`config.mk`:
```
export PLATFORM = sky130hd
export DESIGN_NAME = if_fetch_stage
export DESIGN_NICKNAME = d
export VERILOG_FILES = /design/src/rtl/if_fetch_stage.sv
export SDC_FILE = /design/constraint.sdc
export NUM_CORES = 1
export LEC_CHECK = 0
export ABC_AREA = 1
export CAP_MARGIN = 15
export CORE_UTILIZATION = 25
export DETAILED_ROUTE_END_ITERATION = 16
export SYNTH_ARGS = -nofsm -noshare
export SYNTH_HDL_FRONTEND = slang
export SYNTH_SLANG_ARGS = --single-unit
```
`constraint.sdc`:
```
create_clock -name clk -period 3.55 [get_ports clk]
set_clock_uncertainty 0.2 [all_clocks]
set_input_delay 0.5325 -clock clk [delete_from_list [all_inputs] [get_ports clk]]
set_output_delay 0.5325 -clock clk [all_outputs]
set_load 0.05 [all_outputs]
```
`src/rtl/if_fetch_stage.sv`:
```
// rtl/if_fetch_stage.sv - RV32 instruction fetch stage with IF/ID register; define IF_PERF_CNT_EN for fetch/bubble counters
module if_fetch_stage #(
  parameter int                 PC_W      = 9,
  parameter int                 INSTR_W   = 32,
  parameter logic [INSTR_W-1:0] NOP_INSTR = 32'h0000_0013
) (
  input  logic               clk,
  input  logic               reset,
  input  logic               stall_i,
  input  logic               redirect_i,
  input  logic [PC_W-1:0]    redirect_pc_i,
  output logic               imem_req_o,
  output logic [PC_W-1:0]    imem_addr_o,
  input  logic               imem_rvalid_i,
  input  logic [INSTR_W-1:0] imem_rdata_i,
  output logic               ifid_valid_o,
  output logic [PC_W-1:0]    ifid_pc_o,
  output logic [INSTR_W-1:0] ifid_instr_o
`ifdef IF_PERF_CNT_EN
  ,
  output logic [31:0]        perf_fetch_cnt_o,
  output logic [31:0]        perf_bubble_cnt_o
`endif
);

  typedef enum logic [1:0] {
    S_REQ  = 2'd0,
    S_WAIT = 2'd1,
    S_DROP = 2'd2
  } state_t;

  state_t             state_q, state_d;
  logic [PC_W-1:0]    pc_q, pc_d;
  logic [PC_W-1:0]    req_pc_q, req_pc_d;
  logic [PC_W-1:0]    redir_tgt;
  logic               buf_v_q;
  logic [PC_W-1:0]    buf_pc_q;
  logic [INSTR_W-1:0] buf_instr_q;
  logic               issue;
  logic               resp_take;
  logic               unused_bits;

  // Redirect targets are word aligned; the low two bits carry no information.
  assign redir_tgt   = {redirect_pc_i[PC_W-1:2], 2'b00};
  assign unused_bits = ^redirect_pc_i[1:0];

  // A response that belongs to the live request and is not being flushed.
  assign resp_take = (state_q == S_WAIT) && imem_rvalid_i && !redirect_i;

  // State register: FSM, fetch PC and address of the outstanding request.
  always_ff @(posedge clk or posedge reset) begin
    if (reset) begin
      state_q  <= S_REQ;
      pc_q     <= '0;
      req_pc_q <= '0;
    end else begin
      state_q  <= state_d;
      pc_q     <= pc_d;
      req_pc_q <= req_pc_d;
    end
  end

  // Next state: redirect retargets the PC and, with a request in flight, marks its response stale.
  always_comb begin
    state_d  = state_q;
    pc_d     = pc_q;
    req_pc_d = req_pc_q;
    case (state_q)
      S_REQ: begin
        if (redirect_i) begin
          pc_d = redir_tgt;
        end else if (issue) begin
          req_pc_d = pc_q;
          pc_d     = pc_q + PC_W'(4);
          state_d  = S_WAIT;
        end
      end
      S_WAIT: begin
        if (redirect_i) begin
          pc_d    = redir_tgt;
          state_d = imem_rvalid_i ? S_REQ : S_DROP;
        end else if (imem_rvalid_i) begin
          if (issue) begin
            req_pc_d = pc_q;
            pc_d     = pc_q + PC_W'(4);
          end else begin
            state_d = S_REQ;
          end
        end
      end
      S_DROP: begin
        if (redirect_i) begin
          pc_d = redir_tgt;
        end
        if (imem_rvalid_i) begin
          state_d = S_REQ;
        end
      end
      default: state_d = S_REQ;
    endcase
  end

  // Request strobe: idle with an empty buffer, or back-to-back when a live response is consumed unstalled.
  always_comb begin
    issue = 1'b0;
    if (!reset && !redirect_i) begin
      case (state_q)
        S_REQ:   issue = !buf_v_q;
        S_WAIT:  issue = imem_rvalid_i && !stall_i;
        default: issue = 1'b0;
      endcase
    end
    imem_req_o  = issue;
    imem_addr_o = issue ? pc_q : '0;
  end

  // IF/ID register and one-entry buffer that parks a response arriving during stall.
  always_ff @(posedge clk or posedge reset) begin
    if (reset) begin
      buf_v_q      <= 1'b0;
      buf_pc_q     <= '0;
      buf_instr_q  <= NOP_INSTR;
      ifid_valid_o <= 1'b0;
      ifid_pc_o    <= '0;
      ifid_instr_o <= NOP_INSTR;
    end else if (redirect_i) begin
      buf_v_q      <= 1'b0;
      ifid_valid_o <= 1'b0;
      ifid_pc_o    <= '0;
      ifid_instr_o <= NOP_INSTR;
    end else if (stall_i) begin
      if (resp_take) begin
        buf_v_q     <= 1'b1;
        buf_pc_q    <= req_pc_q;
        buf_instr_q <= imem_rdata_i;
      end
    end else if (buf_v_q) begin
      buf_v_q      <= 1'b0;
      ifid_valid_o <= 1'b1;
      ifid_pc_o    <= buf_pc_q;
      ifid_instr_o <= buf_instr_q;
    end else if (resp_take) begin
      ifid_valid_o <= 1'b1;
      ifid_pc_o    <= req_pc_q;
      ifid_instr_o <= imem_rdata_i;
    end else begin
      ifid_valid_o <= 1'b0;
      ifid_instr_o <= NOP_INSTR;
    end
  end

`ifdef IF_PERF_CNT_EN
  // Count valid IF/ID loads and bubbles inserted on unstalled, unflushed cycles.
  always_ff @(posedge clk or posedge reset) begin
    if (reset) begin
      perf_fetch_cnt_o  <= '0;
      perf_bubble_cnt_o <= '0;
    end else if (!redirect_i && !stall_i) begin
      if (buf_v_q || resp_take) begin
        perf_fetch_cnt_o <= perf_fetch_cnt_o + 32'd1;
      end else begin
        perf_bubble_cnt_o <= perf_bubble_cnt_o + 32'd1;
      end
    end
  end
`endif

endmodule

```
==> metrics.txt, run 1 <==
die height=137 um; Worst-path clk slew=0.07 ns; LEAKAGE=2.79 nW; Post-Synth Adder-Cell Area=0.273%; vias post-DR=3771; Ports=98; first-pass GRT wire length=18700 um; nets=671; cts repair resizes=0; Die ar.=0.0189 mm^2; Setup Viol. Count Final=0; max-cap violation count=0; most common cell after layout, fill and taps aside=nand2_1; Max IR drop VDD=0.206 mV; routed vias/inst=4.40; fraction of registers with async set/reset=100%; Longest Clk Path Bufs=2; vias in the first global route=3569; sequential share of the synthesized area=53.1%; Final min period=2.76 ns; Post-Synth Simple-Gate Area=22.4%; PwrDens=569 mW/mm^2; min setup slack post-route=0.786 ns; dpl hpwl=7600 um; post-route antenna net violation count=0; ant diodes=0; worst path arrival time=2.03 ns; CP Capture Type=output pin; Setup crit start kind=primary input; Rel. slew slack=54.4%; Cells after Synth=544; CTS Sinks=97; yosys warns=0; Worst Max-Slew Pin Slew=0.682 ns; endpoints failing hold=0; largest net degree at the start of global routing=50; Hold Crit Class=reg -> reg; Core Area=0.0180 mm^2; Clk Latency, worst-skew pair=0.35 ns; number of remaining DRC errors=0; Final TNS setup=0 ns; Yosys reg bits=97; TritonRoute pass-1 iters=4; Util after Layout=33.9%; RSZ-0062 raised after global routing=no; min-delay src=ifid_pc_o[7]; Placer Congestion=0.806; Port Buffer Count=93; Reg2Reg Launch Point=state_q[1]; final WL=11400 um; WS Path Type=in -> out; Worst R2R Path Depth=6; Die X=137 um; Mean Syn Cell Area=8.43 um^2; dpl ws=0.724 ns; synthesized cell area=0.00458 mm^2; FF-to-FF End=buf_instr_q[1]; commonest non-fill, non-tap cells in the layout=152 x nand2_1, 91 x dfrtp_1, 85 x clkdlybuf4s50_1; status=finished, final reports clean; EDFF count, synth=0; fin crit share=77.9%; setup slack, reg-to-reg=1.45 ns; H-tree depth=3; drt initial violations=196; multiplexer share of the synthesized area=1.97%; Root Driver=clkbuf_16; TritonCTS clock tree=yes; ys flop type=dfrtp_1; clock buffer count from CTS=9; hold endpoint=ifid_pc_o[7]; share of layout cells above drive strength 1=9.70%; hold-fix buffers at CTS=0; post-synthesis xor/xnor area fraction=0.382%; routed length per instance=13.2 um; site row count=49; initial antenna violation count=0; Fillers=1874; Synth cell types=32; post-synthesis compound-gate area fraction=13.4%; area delta synth->final=32.8%; Initial Utilization=25.5%; Max Transition Viols Final=0; CP max FO=25; setup bufs post-CTS=0; Worst EP required=2.82 ns; total track usage=13.0%; Max Fclk=362 MHz; largest family of logic cells by synthesized area=simple AND/OR/NAND/NOR gates; GR Overflow Total=0; hold path cells=2
## layout make-up
cell class	instances	area [um^2]	share of cell area [%]
clock inverter	7	56.3	0.925
inverter	50	190	3.12
multi-input combinational	361	1770	29.0
timing repair buffer	105	1130	18.5
tap	229	287	4.71
clock buffer	9	225	3.70
sequential	97	2430	40.0
## per-stage QoR
stage	power, W	std cells	hold WS (ns)	area (um^2)
3_5_place_dp	0.00256	842	0.276	5800
2_1_floorplan	0.00225	545	0.267	4590
3_3_place_gp	0.00253	842	0.273	5800
5_1_grt	0.00371	858	0.313	6090
6_report	0.00346	858	0.285	6090
4_1_cts	0.00351	858	0.295	6090
## synth_stat cells, types with 2 or more instances
library cell	instances	area, um^2
buf_6	4	45.0
nand2_1	152	571
buf_2	14	70.1
nor2_2	2	12.5
o21ai_0	71	355
mux2i_1	9	90.1
buf_1	2	7.51
a21oi_1	4	20.0
inv_1	45	169
o21ai_1	7	35.0
nand2_4	3	33.8
clkbuf_1	13	48.8
nor2_1	19	71.3
a21oi_2	2	17.5
dfstp_2	6	158
o22a_1	3	26.3
buf_4	3	22.5
o22ai_1	20	125
inv_2	5	18.8
nor2_8	2	40.0
dfrtp_1	91	2280
nand3_1	57	285
## routing by layer
layer	GRT usage, %	share of wire (%)	up-vias
met1	17.7	47	1758
li1	-	-	1930
met5	0	0	-
met4	5.13	1.5	0
met3	3.46	5.1	11
met2	19.5	46	72
## power breakdown
part	internal, W	switching, W
sequential	0.00143	0.000153
combinational	0.000358	0.000587
clock	0.000481	0.000451
total	0.00227	0.00119
## cells by family after synthesis
family | count (synthesis)
other | 1
AOI/OAI and AO/OA | 110
buffers and inverters | 87
xor gates and xnor gates | 2
DFF | 97
adders and majority gates | 1
and+or+nand+nor | 237
muxes | 9
## flip-flops by register name (all words and copies together) (netlist names)
register and count:
buf_v_q 1, buf_instr_q 32, buf_pc_q 7, state_q 2
req_pc_q 7, ifid_valid_o 1, pc_q 7, ifid_pc_o 8
ifid_instr_o 32
## worst max path at each step
stage | cells after the start | slack [ns] | start | end
3_3_place_gp | 7 | 0.74 | redirect_i | buf_instr_q[1]
6_report | 5 | 0.79 | redirect_i | imem_addr_o[7]
3_5_place_dp | 7 | 0.72 | redirect_i | buf_instr_q[1]
4_1_cts | 5 | 0.77 | redirect_i | imem_addr_o[7]
5_1_grt | 8 | 0.68 | imem_rvalid_i | imem_addr_o[7]
2_1_floorplan | 1 | 0.29 | reset | buf_instr_q[10]
## worst max-delay path, stage by stage
cell,delay (ns)
clkdlybuf4s50_1,0.57
nor2_1,0.29
nand2_4,0.21
nor2_1,0.25
buf_12,0.17
No activity file was read; power rests on OpenSTA's default activity.
==> inputs of run 2 (changes only) <==
==> constraint.sdc (replaced) <==
create_clock -name clk -period 2.8 [get_ports clk]
set_clock_uncertainty 0.2 [all_clocks]
set_input_delay 0.42 -clock clk [delete_from_list [all_inputs] [get_ports clk]]
set_output_delay 0.42 -clock clk [all_outputs]
set_load 0.05 [all_outputs]
==> run 2 against run 1 <==
Effect of this change:
- critical path depth is the same
- hold slack worse by 0.0034 ns
- routed wire length increased by 0.65%
- non-clock buffer count unchanged
- global-route usage is 0.095 points lower
- setup slack got worse by 0.42 ns
- cell count unchanged
- register-to-register slack lost 0.51 ns
- clock power rose by 34%
- largest cell class unchanged
==> metrics.txt, run 2 (synthesis results as in run 1) <==
vias in the first global route=3555; ant diodes=0; fin crit share=87.1%; H-tree depth=3; Die X=137 um; Core Area=0.0180 mm^2; TritonRoute pass-1 iters=5; total track usage=12.9%; CP max FO=10; die height=137 um; Max Fclk=410 MHz; first-pass GRT wire length=18500 um; Die ar.=0.0189 mm^2; initial antenna violation count=0; Final min period=2.44 ns; TritonCTS clock tree=yes; GR Overflow Total=0; Placer Congestion=0.755; Longest Clk Path Bufs=2; endpoints failing hold=0; status=finished, final reports clean; routed length per instance=13.3 um; vias post-DR=3747; number of remaining DRC errors=0; CTS Sinks=97; Setup Viol. Count Final=0; worst path arrival time=1.82 ns; WS Path Type=in -> out; Port Buffer Count=93; max-cap violation count=0; Largest regs=buf_instr_q (32), ifid_instr_o (32), ifid_pc_o (8); hold-fix buffers at CTS=0; Root Driver=clkbuf_16; most common cell after layout, fill and taps aside=nand2_1; Setup crit start kind=primary input; commonest non-fill, non-tap cells in the layout=152 x nand2_1, 91 x dfrtp_1, 85 x clkdlybuf4s50_1; Worst-path clk slew=0.07 ns; LEAKAGE=2.79 nW; routed vias/inst=4.37; area delta synth->final=33.1%; Final TNS setup=0 ns; Rel. slew slack=64.1%; cts repair resizes=0; clock buffer count from CTS=9; Ports=98; share of layout cells above drive strength 1=9.38%; Max Transition Viols Final=0; site row count=49; Max IR drop VDD=0.331 mV; Worst Max-Slew Pin Slew=0.537 ns; post-route antenna net violation count=0; dpl hpwl=7480 um; drt initial violations=206; nets=671; PwrDens=731 mW/mm^2; Clk Latency, worst-skew pair=0.34 ns; Hold Crit Class=reg -> reg; Initial Utilization=25.5%; setup bufs post-CTS=0; Util after Layout=34.0%; RSZ-0062 raised after global routing=no; CP Capture Type=output pin; final WL=11400 um; largest net degree at the start of global routing=98; Worst EP required=2.18 ns
## run 2: report_power, final
group,leakage (nW),internal (W),switching (W),total (W)
registers,1.24,0.00181,0.000196,0.00201
logic,1.41,0.000457,0.000741,0.00120
clock network,0.143,0.000720,0.000531,0.00125
total,2.79,0.00299,0.00147,0.00446
## run 2: path summary, 6_finish.rpt
| check | cells after the start | start | slack (ns) | end |
|---|---|---|---|---|
| hold / removal | 2 | ifid_pc_o[5] | 0.28 | ifid_pc_o[5] |
| min in group asynchronous | 3 | reset | 0.39 | pc_q[8] |
| setup reg to reg | 8 | state_q[1] | 0.94 | pc_q[8] |
| setup / recovery | 5 | redirect_i | 0.36 | imem_addr_o[4] |
| hold reg to reg | 2 | ifid_pc_o[5] | 0.28 | ifid_pc_o[5] |
| max in group asynchronous | 3 | reset | 1.58 | ifid_instr_o[4] |
## run 2: layout make-up
type	count	area, um^2
fillers	1908	11900
flip-flops and latches	97	2430
multi-input cells	361	1770
repair buffers	105	1130
well taps	229	287
clock buffers	12	246
inverters	50	191
clock inverters	4	51.3
## run 2: worst max-delay path, stage by stage
cell and delay, ns:
clkdlybuf4s50_1 0.56, nor2_1 0.29, nand2_4 0.13, nor2_1 0.23, buf_12 0.17
## run 2: through the flow
stage | std cells | worst slack [ns] | total power (W) | hold slack (ns) | instance area (um^2)
2_1_floorplan | 545 | 0.460 | 0.00285 | 0.267 | 4590
3_3_place_gp | 842 | 0.232 | 0.00321 | 0.270 | 5810
3_5_place_dp | 842 | 0.218 | 0.00325 | 0.274 | 5810
4_1_cts | 858 | 0.329 | 0.00454 | 0.292 | 6100
5_1_grt | 858 | 0.208 | 0.00479 | 0.327 | 6100
6_report | 858 | 0.361 | 0.00446 | 0.282 | 6100
## run 2: metal layers
| layer | vias up | wire length [um] | part of all wire, % | global-route usage (%) |
|---|---|---|---|---|
| met3 | 5 | 526 | 4.6 | 3.64 |
| met2 | 71 | 5310 | 46 | 19.9 |
| met5 | - | 0 | 0 | 0 |
| met1 | 1747 | 5520 | 48 | 17.2 |
| li1 | 1924 | - | - | - |
| met4 | 0 | 74 | 0.65 | 4.21 |
